### src/rtl/mips_pkg.sv
// rtl/mips_pkg.sv - shared MIPS core constants: phases, opcodes, widths
package mips_pkg;

    localparam int XLEN  = 32;
    localparam int OPC_W = 6;

    localparam logic [2:0] S0 = 3'd0;
    localparam logic [2:0] S1 = 3'd1;
    localparam logic [2:0] S2 = 3'd2;
    localparam logic [2:0] S3 = 3'd3;

    localparam logic [OPC_W-1:0] ADD  = 6'h00;
    localparam logic [OPC_W-1:0] ADDI = 6'h08;
    localparam logic [OPC_W-1:0] SW   = 6'h2B;
    localparam logic [OPC_W-1:0] LW   = 6'h23;
    localparam logic [OPC_W-1:0] BGTZ = 6'h07;
    localparam logic [OPC_W-1:0] J    = 6'h02;

endpackage

### src/rtl/ifetch_pc_if.sv
// rtl/ifetch_pc_if.sv - instruction memory bus between fetch stage and imem
interface ifetch_pc_if;
    import mips_pkg::*;

    logic [XLEN-1:0] imem_addr;
    logic [XLEN-1:0] imem_rdata;

    modport master (output imem_addr, input imem_rdata);
    modport slave  (input imem_addr, output imem_rdata);

endinterface

### src/rtl/ifetch_pc_target.sv
// rtl/ifetch_pc_target.sv - J/BGTZ target and taken resolution (combinational)
module ifetch_target
    import mips_pkg::*;
(
    input  logic [25:0]     ir_idx,
    input  logic [XLEN-1:0] pc_plus4,
    input  logic [XLEN-1:0] rs_data,
    input  logic            j_en,
    input  logic            bgtz_en,
    output logic [XLEN-1:0] target,
    output logic            taken
);

    logic [XLEN-1:0] j_tgt;
    logic [XLEN-1:0] b_off;
    logic [XLEN-1:0] b_tgt;

    assign j_tgt = {pc_plus4[31:28], ir_idx, 2'b00};
    assign b_off = {{14{ir_idx[15]}}, ir_idx[15:0], 2'b00};
    // modulo 2^32: backward branches below zero wrap
    assign b_tgt = pc_plus4 + b_off;

    assign taken  = j_en | (bgtz_en & ($signed(rs_data) > 32'sd0));
    assign target = j_en ? j_tgt : b_tgt;

endmodule

### src/rtl/ifetch_pc.sv
// rtl/ifetch_pc.sv - fetch/PC stage; IFETCH_PERF_EN adds retired/taken counters
module ifetch_pc
    import mips_pkg::*;
#(
    parameter logic [XLEN-1:0] RESET_PC = 32'h0000_0000
) (
    input  logic               clk,
    input  logic               rst,
    input  logic [2:0]         curr_state,
    input  logic               Branch,
    input  logic               j_en,
    input  logic               bgtz_en,
    input  logic [XLEN-1:0]    rs_data,
    ifetch_pc_if.master        imem,
    output logic [XLEN-1:0]    ir,
    output logic [OPC_W-1:0]   instr,
    output logic [XLEN-1:0]    pc,
    output logic [XLEN-1:0]    pc_plus4
`ifdef IFETCH_PERF_EN
    ,
    output logic [31:0]        retired_cnt,
    output logic [31:0]        taken_cnt
`endif
);

    logic            redir_q;
    logic [XLEN-1:0] tgt_q;
    logic [XLEN-1:0] target;
    logic            taken;

    assign pc_plus4       = pc + 32'd4;
    assign imem.imem_addr = pc;
    assign instr          = ir[31:26];

    ifetch_target u_target (
        .ir_idx   (ir[25:0]),
        .pc_plus4 (pc_plus4),
        .rs_data  (rs_data),
        .j_en     (j_en),
        .bgtz_en  (bgtz_en),
        .target   (target),
        .taken    (taken)
    );

    // Illegal phases (4-7) fall through the default arm and hold everything
    always_ff @(posedge clk or posedge rst) begin
        if (rst) begin
            pc      <= RESET_PC;
            ir      <= '0;
            redir_q <= 1'b0;
            tgt_q   <= '0;
        end else begin
            case (curr_state)
                S0: begin
                    ir      <= imem.imem_rdata;
                    redir_q <= 1'b0;
                end
                S2: begin
                    if (Branch) begin
                        redir_q <= taken;
                        tgt_q   <= target;
                    end
                end
                S3: pc <= redir_q ? tgt_q : pc_plus4;
                default: ;
            endcase
        end
    end

`ifdef IFETCH_PERF_EN
    always_ff @(posedge clk or posedge rst) begin
        if (rst) begin
            retired_cnt <= '0;
            taken_cnt   <= '0;
        end else if (curr_state == S3) begin
            retired_cnt <= retired_cnt + 32'd1;
            if (redir_q) begin
                taken_cnt <= taken_cnt + 32'd1;
            end
        end
    end
`endif

endmodule
### src/flat_wrapper.sv
// flat-port wrapper written by rule: the top's interface ports become plain ports
module ifetch_pc_flat import mips_pkg::*;
#(
    parameter logic [XLEN-1:0] RESET_PC = 32'h0000_0000
)
  (clk, rst, curr_state, Branch, j_en, bgtz_en, rs_data, ir, instr, pc, pc_plus4, imem_imem_addr, imem_imem_rdata);
  ifetch_pc_if imem_i ();
  input  logic clk;
  input  logic rst;
  input  logic [2:0] curr_state;
  input  logic Branch;
  input  logic j_en;
  input  logic bgtz_en;
  input  logic [XLEN-1:0] rs_data;
  output logic [XLEN-1:0] ir;
  output logic [OPC_W-1:0] instr;
  output logic [XLEN-1:0] pc;
  output logic [XLEN-1:0] pc_plus4;
  output wire logic [$bits(imem_i.imem_addr)-1:0] imem_imem_addr;
  input wire logic [$bits(imem_i.imem_rdata)-1:0] imem_imem_rdata;
  assign imem_imem_addr = imem_i.imem_addr;
  assign imem_i.imem_rdata = imem_imem_rdata;
  ifetch_pc #(.RESET_PC(RESET_PC)) u_core (.clk(clk), .rst(rst), .curr_state(curr_state), .Branch(Branch), .j_en(j_en), .bgtz_en(bgtz_en), .rs_data(rs_data), .imem(imem_i), .ir(ir), .instr(instr), .pc(pc), .pc_plus4(pc_plus4));
endmodule
### config.mk
export PLATFORM = sky130hd
export DESIGN_NAME = ifetch_pc_flat
export DESIGN_NICKNAME = d
export VERILOG_FILES = /design/src/rtl/mips_pkg.sv /design/src/rtl/ifetch_pc_if.sv /design/src/rtl/ifetch_pc_target.sv /design/src/rtl/ifetch_pc.sv /design/src/flat_wrapper.sv
export SDC_FILE = /design/constraint.sdc
export NUM_CORES = 1
export LEC_CHECK = 0
export ABC_AREA = 1
export CAP_MARGIN = 30
export CORE_UTILIZATION = 42
export CTS_CLUSTER_SIZE = 14
export DETAILED_ROUTE_END_ITERATION = 7
export GPL_TIMING_DRIVEN = 0
export MAX_ROUTING_LAYER = met4
export PLACE_DENSITY = 0.72
export SLEW_MARGIN = 20
export SYNTH_ARGS = -nofsm -noshare
export SYNTH_HDL_FRONTEND = slang
export SYNTH_SLANG_ARGS = --single-unit
### constraint.sdc
create_clock -name clk -period 3.2 [get_ports clk]
set_input_delay 0.32 -clock clk [delete_from_list [all_inputs] [get_ports clk]]
set_output_delay 0.32 -clock clk [all_outputs]
set_load 0.01 [all_outputs]
==> impl_metrics.toml <==
[timing]
min_period_ns = 3.09
skew_ns = 0.00996
setup_tns_ns = 0
fin_ws_ns = 0.106
max_slew_margin = 0.250
rsz0062_at_grt = "true"
worst_slew_pin_slew_ns = 1.12
max_freq_mhz = 323
period_share = 0.967
drv_slew = 0
hold_viol_final = 0
setup_viol = 0

[placement]
gp_congestion = 0.945
pre_cts_ws_ns = -0.205
io_buffer_count = 204
hpwl_um = 19900
place_area_um2 = 9910

[logic_synthesis]
synth_nets = 1233
yosys.area_share.simple = 0.334
synth_top_flop_cell = "dfrtp_1"
yosysTopAreaCell = "dfrtp_1"
synth_edf_count = 0
yosysTopAreaCellShare = 0.321
async_flop_share = 1.00
synthCells = 1124
ys_ff_latch = 97
ys_top_cells_by_area = "dfrtp_1, nand2_1, inv_1, ha_1, nor2_1"
netlist_area_um2 = 7560
yosysMostFrequentCell = "nand2_1"
ys_types = 43
synthXorXnorAreaFrac = 0.0336
synth_top_family_by_area = "simple AND/OR/NAND/NOR gates"
yosysWarningCount = 0
synth_compound_area_frac = 0.116
synth_mux_area_frac = 0
synthAdderAreaFrac = 0.0622
postSynthAreaPerCell_um2 = 6.72
yosysSeqAreaShare = 0.321
synth_commonest_cells = "nand2_1, inv_1, dfrtp_1"

[global_routing]
grt_max_degree = 71
antenna_found_initial = 0
grt_pass1_vias = 7375
grt-ovfl-total = 0
track_usage = 0.280
grt_pass1_wl_um = 38400

[detailed_routing]
drc_errors = 0
vias = 8105
drt_first_pass_iters = 7
routedWlPerCell_um = 15.9
drt_iter0_drc = 604
postRouteAntennaNets = 0
viasPerCell = 5.11
wirelength_um = 25300

[worst_setup_path]
required_ns = 3.44
cp_max_fo = 7
crit_type = "register to register"
cp-end-kind = "register"
arrival_ns = 3.34
start_kind = "register"

[finish]
n_fill_cell = 1605
nNetsFinal = 1466
n_antenna_cell = 0
final_area_um2 = 10800
syn_to_final_growth_pct = 42.6
drive_gt1_frac = 0.166

[clock_tree]
root_buffer = "clkbuf_16"
numClockSinks = 97
clockBufferDepth = 2
ctsHtreeMaxLevel = 3
cts_tree = "built"
cts_hold_buf = 0
clk_latency_ns = 0.35
cts_inserted_buffers = 9
clkTransAtPathRegs_ns = 0.08

[pwr]
power_frac_comb = 0.611
switching_share = 0.441
ir_drop_mv = 0.316
power_mw = 8.08
switching_power_mw = 3.56
leakage_nw = 5.18
seqPwrFrac = 0.258
p_int_mw = 4.51
powerDensity_nw_per_um2 = 749
pwr-share-clk = 0.130

[outcome]
status = "completed"

[floorplan]
die_y_um = 136
row_count = 48
start_util = 0.434
die_x_um = 136
dieArea_um2 = 18500
core_um2 = 17400
top_level_ports = 206

[run]
cap_violations = 0

[worst_hold_path]
holdCritPathClass = "primary input to asynchronous set/reset pin"
placed cells by master, fill, tap and decap left out, types with 4 or more instances in the layout:
cell type,Yosys,layout
nand2_1,389,378
clkdlybuf4s50_1,0,204
inv_1,139,129
dfrtp_1,97,84
nor2_1,88,71
buf_4,43,60
nand3_1,52,51
o21ai_0,51,48
a21oi_1,40,30
ha_1,36,25
a22oi_1,24,24
nor2_2,9,20
nand2_2,9,20
inv_2,8,17
clkbuf_1,13,14
dfrtp_2,0,13
nor2_4,6,12
nand4_1,12,12
xor2_1,21,11
a21oi_2,1,11
ha_4,0,9
clkbuf_16,0,9
o21ai_1,7,8
nor3_2,4,8
nor3_1,14,8
xor2_2,0,7
o21bai_1,8,6
xnor2_1,8,6
o21ai_2,3,5
buf_2,5,5
o211ai_1,5,5
o221ai_1,4,4
or2_2,4,4
inv_6,0,4
worst paths after layout:
kind	start	endpoint	slack, ns	depth (start not counted)
hold / removal	rst	u_core.ir[2]	0.29	2
setup / recovery	u_core.imem.imem_addr[11]	u_core.tgt_q[29]	0.11	20
hold reg to reg	u_core.tgt_q[0]	u_core.imem.imem_addr[0]	0.50	2
max in group asynchronous	rst	u_core.imem.imem_addr[18]	2.25	3
min in group clk	j_en	u_core.tgt_q[16]	0.44	4
setup reg to reg	u_core.imem.imem_addr[11]	u_core.tgt_q[29]	0.11	20
per-stage QoR:
| step | util | cells | hold WS (ns) |
|---|---|---|---|
| after floorplan | - | 1124 | 0.437 |
| after global placement | 0.567 | 1553 | 0.467 |
| after detailed placement | 0.569 | 1554 | 0.475 |
| after CTS | 0.590 | 1571 | 0.302 |
| after global routing | 0.619 | 1586 | 0.318 |
| final | 0.619 | 1586 | 0.288 |
layout make-up:
class	count	area, um^2	share of cell area
plain buffers	66	438	0.0406
clock buffers	10	229	0.0212
clock inverters	5	40.0	0.00371
inverters	150	568	0.0527
multi-input cells	811	4580	0.425
flip-flops and latches	97	2440	0.227
well taps	225	282	0.0261
repair buffers	222	2200	0.204
state kept, by name (all words and copies together), names as in the netlist:
name,count
u_core.redir_q,1
u_core.ir,32
u_core.imem.imem_addr,32
u_core.tgt_q,32
routing by layer:
layer	vias to the layer above	GRT usage	wire length [um]
met2	353	0.431	11600
met3	40	0.0291	1820
met4	0	0.104	748
li1	3980	-	-
met1	3732	0.379	11100
met5	-	-	0
worst max-delay path, cell delays in order (launching register included):
cell	delay (ns)
dfrtp_1	0.37
buf_4	0.18
nand2_2	0.09
nor2_2	0.14
nand2_1	0.11
nor2_4	0.18
nand3_4	0.11
xor2_2	0.21
inv_1	0.17
ha_1	0.36
nand2_1	0.11
inv_1	0.07
nand2_1	0.09
nor3_2	0.24
inv_1	0.06
nor2_1	0.09
nand2_1	0.08
nand3_1	0.09
nand3_1	0.08
nand2_1	0.10
nand2_1	0.05
what timing repair did:
item / 4_1_cts / 5_1_grt
gates resized for setup: 19 / 93
pin swaps: 3 / 13
endpoints found under the setup margin: 19 / 22
setup buffers: 2 / 15
cloned: 0 / 0
power by group through the flow:
stage          Combinational, mW  Sequential, mW  Clock, mW
2_1_floorplan               2.48            2.05          0
3_3_place_gp                4.35            2.06          0
3_5_place_dp                4.42            2.07          0
4_1_cts                     4.51            2.06       1.05
5_1_grt                     5.38            2.14       1.09
6_report                    4.94            2.09       1.05
cells by family after synthesis:
group                    count (synthesis)
AND/OR/NAND/NOR                        596
buffers and inverters                  216
AO/OA/AOI/OAI                          149
XOR/XNOR                                29
adder cells (fa/ha/maj)                 37
flip-flops                              97
Note: power is estimated with default switching activity, not from simulation.
